### src/rtl/stopwatch_pkg.sv
// Shared types and constants for the stopwatch display.
// Segment codes are active-low {g,f,e,d,c,b,a}.
package stopwatch_pkg;

    typedef enum logic {
        LIVE   = 1'b0,
        FROZEN = 1'b1
    } sw_state_e;

    localparam int NDIGITS = 6;

    localparam logic [6:0] SEG_0     = 7'b1000000;
    localparam logic [6:0] SEG_1     = 7'b1111001;
    localparam logic [6:0] SEG_2     = 7'b0100100;
    localparam logic [6:0] SEG_3     = 7'b0110000;
    localparam logic [6:0] SEG_4     = 7'b0011001;
    localparam logic [6:0] SEG_5     = 7'b0010010;
    localparam logic [6:0] SEG_6     = 7'b0000010;
    localparam logic [6:0] SEG_7     = 7'b1111000;
    localparam logic [6:0] SEG_8     = 7'b0000000;
    localparam logic [6:0] SEG_9     = 7'b0010000;
    localparam logic [6:0] SEG_DASH  = 7'b0111111;
    localparam logic [6:0] SEG_BLANK = 7'b1111111;

    function automatic logic [3:0] pick_nib(
        input logic [23:0] d,
        input logic [2:0]  i
    );
        logic [3:0] n;
        n = 4'h0;
        case (i)
            3'd0:    n = d[23:20];
            3'd1:    n = d[19:16];
            3'd2:    n = d[15:12];
            3'd3:    n = d[11:8];
            3'd4:    n = d[7:4];
            3'd5:    n = d[3:0];
            default: n = 4'h0;
        endcase
        return n;
    endfunction

endpackage

### src/rtl/seg7_decode.sv
// Nibble to active-low seven-segment code.
// Values above 9 show a dash; blank overrides everything.
module seg7_decode
    import stopwatch_pkg::*;
(
    input  logic [3:0] nib,
    input  logic       blank,
    output logic [6:0] seg_n
);

    always_comb begin
        seg_n = SEG_DASH;
        if (blank) begin
            seg_n = SEG_BLANK;
        end else begin
            case (nib)
                4'd0:    seg_n = SEG_0;
                4'd1:    seg_n = SEG_1;
                4'd2:    seg_n = SEG_2;
                4'd3:    seg_n = SEG_3;
                4'd4:    seg_n = SEG_4;
                4'd5:    seg_n = SEG_5;
                4'd6:    seg_n = SEG_6;
                4'd7:    seg_n = SEG_7;
                4'd8:    seg_n = SEG_8;
                4'd9:    seg_n = SEG_9;
                default: seg_n = SEG_DASH;
            endcase
        end
    end

endmodule

### src/rtl/stopwatch_display.sv
// Six-digit multiplexed stopwatch display with lap freeze.
// Slot 0 is min10 (an_n[5]); slot 5 is cs1 (an_n[0]).
module stopwatch_display
    import stopwatch_pkg::*;
#(
    parameter int CLK_HZ    = 50_000_000,
    parameter int SCAN_HZ   = 1000,
    parameter int BLANK_CYC = 2
) (
    input  logic        clk,
    input  logic        rest,
    input  logic        read,
    input  logic        time_upd,
    input  logic [23:0] time_bcd,
    output logic [6:0]  seg_n,
    output logic        dp_n,
    output logic [5:0]  an_n,
    output logic        frozen
);

    localparam int DIV = CLK_HZ / SCAN_HZ;
    localparam int CW  = $clog2(DIV);
    localparam logic [CW-1:0] CNT_MAX = CW'(DIV - 1);
    localparam logic [CW-1:0] CNT_BLK = CW'(BLANK_CYC);
    localparam logic [2:0]    IDX_MAX = 3'(NDIGITS - 1);

    sw_state_e   state_q;
    sw_state_e   state_d;
    logic        disp_ld;
    logic [23:0] disp;

    logic [CW-1:0] cnt;
    logic [2:0]    idx;

    logic [3:0] nib;
    logic       lz_blank;
    logic [6:0] seg_dec;
    logic [5:0] an_sel;
    logic       active;

    // Freeze FSM: read toggles; disp reloads on every read edge.
    always_ff @(posedge clk or negedge rest) begin
        if (!rest) begin
            state_q <= LIVE;
        end else begin
            state_q <= state_d;
        end
    end

    always_comb begin
        state_d = state_q;
        disp_ld = 1'b0;
        case (state_q)
            LIVE: begin
                if (read) begin
                    state_d = FROZEN;
                    disp_ld = 1'b1;
                end else if (time_upd) begin
                    disp_ld = 1'b1;
                end
            end
            FROZEN: begin
                if (read) begin
                    state_d = LIVE;
                    disp_ld = 1'b1;
                end
            end
            default: state_d = LIVE;
        endcase
    end

    always_ff @(posedge clk or negedge rest) begin
        if (!rest) begin
            disp <= 24'h0;
        end else if (disp_ld) begin
            disp <= time_bcd;
        end
    end

    assign frozen = (state_q == FROZEN);

    always_ff @(posedge clk or negedge rest) begin
        if (!rest) begin
            cnt <= '0;
            idx <= 3'd0;
        end else if (cnt == CNT_MAX) begin
            cnt <= '0;
            idx <= (idx == IDX_MAX) ? 3'd0 : idx + 3'd1;
        end else begin
            cnt <= cnt + 1'b1;
        end
    end

    assign nib      = pick_nib(disp, idx);
    assign lz_blank = (idx == 3'd0) && (nib == 4'd0);
    assign active   = (cnt >= CNT_BLK);
    assign an_sel   = ~(6'b100000 >> idx);

    seg7_decode u_dec (
        .nib   (nib),
        .blank (lz_blank),
        .seg_n (seg_dec)
    );

    always_ff @(posedge clk or negedge rest) begin
        if (!rest) begin
            an_n  <= 6'h3F;
            seg_n <= SEG_BLANK;
            dp_n  <= 1'b1;
        end else if (!active) begin
            an_n  <= 6'h3F;
            seg_n <= SEG_BLANK;
            dp_n  <= 1'b1;
        end else begin
            an_n  <= an_sel;
            seg_n <= seg_dec;
            dp_n  <= ~((idx == 3'd1) || (idx == 3'd3));
        end
    end

endmodule

### config.mk
export PLATFORM = sky130hd
export DESIGN_NAME = stopwatch_display
export DESIGN_NICKNAME = d
export VERILOG_FILES = /design/src/rtl/stopwatch_pkg.sv /design/src/rtl/seg7_decode.sv /design/src/rtl/stopwatch_display.sv
export SDC_FILE = /design/constraint.sdc
export NUM_CORES = 1
export LEC_CHECK = 0
export CORE_ASPECT_RATIO = 0.75
export CORE_MARGIN = 10
export CORE_UTILIZATION = 45
export CTS_CLUSTER_SIZE = 24
export DETAILED_ROUTE_END_ITERATION = 8
export PLACE_DENSITY = 0.82
export SLEW_MARGIN = 20
export SYNTH_ARGS = -nofsm -noshare
export SYNTH_HDL_FRONTEND = slang
export SYNTH_SLANG_ARGS = --single-unit
export TNS_END_PERCENT = 5
### constraint.sdc
create_clock -name clk -period 2.05 [get_ports clk]
set_clock_uncertainty 0.05 [all_clocks]
set_input_delay 0.3075 -clock clk [delete_from_list [all_inputs] [get_ports clk]]
set_output_delay 0.3075 -clock clk [all_outputs]
set_load 0.05 [all_outputs]
==> key figures <==
Place
  – Buffers on Ports: 42
  – Detailed placement HPWL: around 4600 um
  – Dpl cells: roughly 360
  – GPL Wtd Cong: 0.926

Clock network
  – Worst-Skew Late Latency: 340 ps
  – CTS Sinks: 58
  – Clock root cell: clkbuf_8
  – Htree depth: 3
  – Clock slew at reported path FFs: roughly 70 ps
  – Clock tree from TritonCTS: built
  – CTS Buf Count: 9
  – Clock buffer depth: 2

Route
  – Routed vias: about 2000
  – Wire length per cell: between 15 and 20 um
  – Total wire length: 6110 um
  – Remaining DRCs: 0
  – Final ANT Viol Nets: 0
  – Vias/cell: 5.27
  – 1st-pass router iterations: 4
  – Detailed Route Iter0 Violations: between 100 and 150

Synthesis
  – Sequential fraction of the synthesis area: 0.521
  – Yosys warning total: 0
  – Post-Syn Instances: approximately 240
  – Post-synth top flop: dfrtp_1
  – Syn_nets: 272
  – Netlist cell types: 54
  – Yosys reg bits: 58
  – Post-synth EDFFs: 0
  – Synth async-reset ratio: 1.00
  – Synthesized cell area: approximately 2800 sq um
  – Avg Inst Size Synth: 12.0 sq um

Critical path
  – Crit path capture type: flip-flop
  – Slowest cell on crit path: dfrtp_1
  – CP max stage delay: ~410 ps
  – WS Path Type: reg2reg
  – Worst EP arrival: ~2300 ps
  – CP bufs+invs: 4
  – Crit path max fanout: 4
  – Critical path's top delay family: buffers and inverters
  – Critical Path RT: ~2300 ps
  – Setup crit start kind: flip-flop
  – Crit-path cells: buf_4, and3b_1, a31oi_1, o211ai_1, inv_1, buf_4, buf_4, ha_1, and4_1, a31oi_1
  – Cell repeated most along the worst path: buf_4

Final layout
  – Fin cells: roughly 380
  – Layout cells sized above 1: 0.372
  – Ant diodes: 0
  – Fin nets: 336
  – Syn-to-layout area delta: 32.6%

Outcome
  – Failing checks: setup timing
  – Status: finished with violations

Run
  – Reported max-cap violation count: 0

STA
  – Final setup fails: 3
  – Setup TNS: -16.4 ps
  – Slew @ Worst Pin: 509 ps
  – Minimum clock period: a little over 2000 ps
  – RSZ-0062 raised after global routing: yes
  – Final Slew Violations: 0
  – Worst setup slack after layout: -13.3 ps
  – Hold Violations, Final: 0
  – Slew margin rel.: 0.660
  – Max Clock Freq: approximately 0.48 GHz
  – Final worst path period share: 1.01

Die
  – Initial Utilization: 0.475
  – Row count: 24
  – Die Y: approximately 89 um
  – I/O pin count: 43
  – Core area: 5950 sq um
  – Die area: a little under 10000 sq um
  – Die width: 111 um

GRT
  – GRT Max-Usage Layer: met2
  – Number of global-route vias before repair: between 2000 and 2500
  – Largest net degree at the start of global routing: 31
  – First-pass GRT wire length: 10400 um
  – Grt ovf: 0
  – Total GRT Usage: 0.129
  – Initial antenna violation count: 0
  – M1 GR Usage: 0.167
  – Met2 Use GR: 0.190
  – GRT met3 Usage: 0.0554

Worst hold path
  – Hold Path Class: in2async

Power and ir drop
  – Leakage: around 1.6 nW
  – PD cells: 945 nW/um^2
  – Peak VDD IR: 0.850 mV
-- cell usage after synthesis, types with 2 or more instances --
library cell	number	area, sq um
nand4_1	3	18.8
nor3_1	2	10.0
mux2_4	2	30.0
a21oi_1	3	15.0
nand3_1	13	65.1
xor2_1	9	78.8
dfrtp_1	44	1100
and3b_2	2	20.0
inv_1	4	15.0
dfstp_2	14	368
xnor2_1	6	52.6
buf_2	5	25.0
and4_1	2	17.5
and2_1	3	18.8
and3_1	6	37.5
o31ai_1	2	15.0
ha_1	9	113
nor2_1	15	56.3
a31oi_1	2	12.5
nor2_2	3	18.8
o21ai_1	7	35.0
o211ai_1	3	22.5
mux2_2	26	293
nand2_1	15	56.3
nor3_2	3	30.0
nor4_1	2	12.5
o21ai_0	3	15.0
-- worst register-to-register path, delay by kind of cell, from the launching register on --
| family | cells | cell delay, ps |
|---|---|---|
| and+or+nand+nor | 2 | 370 |
| DFF | 1 | 410 |
| adders and majority gates | 1 | 210 |
| AOI/OAI and AO/OA | 3 | 410 |
| buffers and inverters | 4 | 560 |
-- sequential cells by signal, summed over array words and instances (netlist names) --
signal  cells
idx         3
seg_n       7
frozen      1
cnt        16
disp       24
an_n        6
dp_n        1
-- logic make-up after synthesis --
kind of cell             share of synthesized area
adder cells (fa/ha/maj)                     0.0399
buffers and inverters                       0.0337
XOR/XNOR                                    0.0466
AND/OR/NAND/NOR                              0.156
multiplexers                                 0.122
AO/OA/AOI/OAI                               0.0816
flip-flops                                   0.521
-- where the power goes --
| part | switching, W | internal, W | leakage (nW) | total, W |
|---|---|---|---|---|
| combinational | 0.000465 | 0.000367 | 0.795 | 0.000832 |
| clock | 0.000457 | 0.000841 | 0.119 | 0.00130 |
| sequential | 0.0000833 | 0.00132 | 0.688 | 0.00140 |
| total | 0.00100 | 0.00253 | 1.60 | 0.00353 |
-- area by class of cell --
cell class / count / area [sq um]
Clock buffer: 10 / 138
Clock inverter: 6 / 114
Fill cell: 451 / 2210
Inverter: 6 / 27.5
Multi-Input combinational cell: 162 / 1310
Sequential cell: 58 / 1470
Tap cell: 78 / 97.6
Timing Repair Buffer: 62 / 584
-- placed cells by master, fill, tap and decap left out, types with 3 or more instances in the layout --
cell,synthesis,routed
xor2_1,9,9
o21ai_0,3,3
and3_1,6,6
o211ai_1,3,3
nor2_1,15,14
nor2_2,3,3
xnor2_1,6,6
dfstp_2,14,14
ha_1,9,7
bufinv_16,0,3
dfrtp_1,44,43
nand2_1,15,14
clkbuf_8,0,10
nand4_1,3,3
nand3_1,13,12
inv_1,4,4
o21ai_1,7,6
buf_4,1,23
clkdlybuf4s50_1,0,32
mux2_2,26,26
-- per-layer routing --
metal  share of wire  wire (um)  vias to the layer above
met4           0.013         80                        0
met3           0.064        392                        8
met5               0          0                        -
met1            0.48       2910                      968
li1                -          -                      969
met2            0.45       2730                       69
-- metrics by stage --
stage	hold WS (ps)	util	setup slack [ps]	instance area (sq um)	total power (W)
2_1_floorplan	-38.1	-	8.02	2830	0.00193
3_3_place_gp	192	0.571	28.2	3390	0.00221
3_5_place_dp	195	0.571	-37.9	3390	0.00222
4_1_cts	388	0.626	12.1	3720	0.00355
5_1_grt	411	0.629	-167	3740	0.00368
6_report	376	0.629	-13.3	3740	0.00353
-- path summary, 6_finish.rpt --
kind	startpoint	to	slack, ps	depth (start not counted)
max in group asynchronous	rest	an_n[3]	1020	3
hold / removal	rest	idx[0]	380	2
hold reg to reg	cnt[7]	cnt[7]	440	1
min in group clk	cnt[7]	cnt[7]	440	1
setup / recovery	idx[1]	seg_n[4]	-10	10
setup reg to reg	idx[1]	seg_n[4]	-10	10
-- what timing repair did --
item                       CTS  global route
hold buffers                 1             0
buffers inserted             4             0
gates cloned                 0             0
setup endpoints to repair    7            13
hold endpoints to repair    14             0
resized for setup            8             6
pin swaps                    4             3
No activity file was read; power rests on OpenSTA's default activity.
==> RTL edit (same flow settings) <==
The parameter `CLK_HZ` goes from 50_000_000 to 25_000_000.
--- a/src/rtl/stopwatch_display.sv
+++ b/src/rtl/stopwatch_display.sv
@@ -4,5 +4,5 @@
     import stopwatch_pkg::*;
 #(
-    parameter int CLK_HZ    = 50_000_000,
+    parameter int CLK_HZ    = 25_000_000,
     parameter int SCAN_HZ   = 1000,
     parameter int BLANK_CYC = 2
Check against the original RTL: same outputs for any inputs over 10 cycles, from zero or initial values; that may be too few to reach the edited logic, so the function may still have changed.
==> RTL edit against the unedited design <==
The run still ends with setup timing left. Setup slack worse by 0.016 ns. Design area is 4.2% lower. Fmax is 0.78% lower. Die area is 2.3% lower. Routed wire length is 6.1% lower. Critical path depth is 1 lower. Area after synthesis is 2.8% lower. Sequential cell count is 1 lower. Power is 9.8% lower. Synthesized cell count is 3.4% lower. Largest power group unchanged. Highest routed layer unchanged.
==> RTL edit: results (changes against the unedited design) <==
[run_status]
status = finished with violations
violations = setup timing

[global_route]
grt_pass1_wl_mm = 9.480  ; -8.6%
grt_pass1_vias = 1912  ; -8.1%
grtUsageTotal_pct = 12.96  ; +0.041 points
grt_max_degree = 27  ; -13%

[layout]
area_share_nonclk_buffers_pct = 15.85  ; +0.23 points
final_cells = 376  ; -1.6%
ff_latch_area_sq_um = 1444  ; -1.8%
fin_nets = 330  ; -1.8%
n_all_inverters = 7  ; +1
fillers = 450  ; -0.22%
signal_buffers = 63  ; +1.6%
synthToLayoutAreaGrowth_pct = 30.72
multi_input_area_sq_um = 1257  ; -3.9%
drive_gt1_share_pct = 34.56  ; -2.6 points
multi_input_cells = 155  ; -4.3%

[synthesis]
synthCells = 227  ; -3.4%
syn-num-nets = 264  ; -2.9%
synthXorXnorAreaFrac_pct = 4.792  ; +0.14 points
synth_cell_types = 44  ; -19%
synth_mux_area_share_pct = 12.96  ; +0.77 points
yosysTopAreaCellShare_pct = 39.25  ; +0.23 points
yosys-top-cells-count = dfrtp_1, mux2_2, nand2_1, nor2_1, dfstp_2
synthAdderAreaFrac_pct = 4.108  ; +0.12 points
synth-seq-area-share_pct = 52.67  ; +0.61 points
ys_ff_latch = 57  ; -1.7%
ys_top_cells_by_area = dfrtp_1, dfstp_2, mux2_2

[min_path]
min_path_type = flop to flop

[sta]
layout_setup_ws_ns = -0.02950  ; -0.01621 ns
setup_tns_ns = -0.09424  ; -0.07782 ns
fin_hold_ws_ns = 0.4434  ; +0.06758 ns
finalSetupViolations = 6  ; +3
worst-slew-pin-transition_ns = 0.5558  ; +0.04684 ns

[drt]
drtPass1Iterations = 6  ; +2
drtIter0Drc = 114  ; -23%
routed_wl_mm = 5.743  ; -6.1%
vias_per_cell = 5.088  ; -3.5%

[worst_setup_path]
timing.rr.start = idx[0]$_DFFE_PN0N_
ff2ff_path_depth = 9  ; -1
path_delay_family = compound AO/OA/AOI/OAI gates

[pwr]
pwr-share-seq_pct = 43.4  ; +3.7 points
p_int_mw = 2.249  ; -11%
p_comb_uw = 802  ; -3.6%
ir_worst_vdd_uv = 492.7  ; -42%
leakage_nw = 1.517  ; -5.3%
p_sw_uw = 941.5  ; -6.3%

[placement]
pre_cts_slack_ns = -0.08354  ; -0.04559 ns
placedInstanceArea_sq_um = 3349  ; -1.3%
place_hpwl_mm = 4.415  ; -4.2%

[floorplan]
die_w_um = 110.1  ; -1.2%

RTL edit: cell types whose count changed after synthesis, sizes merged, moves of 3 or more:
| cell | unedited run | this run |
|---|---|---|
| nand3 | 13 | 8 |
| and3 | 7 | 1 |
| o211ai | 3 | 0 |
| nand2 | 15 | 21 |
| mux2i | 1 | 4 |
| o21ai | 10 | 6 |
| nand3b | 0 | 4 |
| and3b | 3 | 0 |
RTL edit: repair_timing:
item,in CTS,in global routing
setup endpoints to repair,7,7
setup buffers,2,1
pin swaps,4,2
gates resized for setup,0,1
endpoints found under the hold margin,9,0
hold buffers,1,0
RTL edit: layer usage:
layer / global-route usage, % / part of all wire [%] / up-vias / routed length [um]
met1: 16.04 / 45 / 926 / 2593
met2: 18.86 / 45 / 49 / 2599
met4: 5.704 / 1.8 / 0 / 101
met5: 0 / 0 / - / 0
met3: 6.236 / 7.8 / 6 / 448
li1: - / - / 932 / -
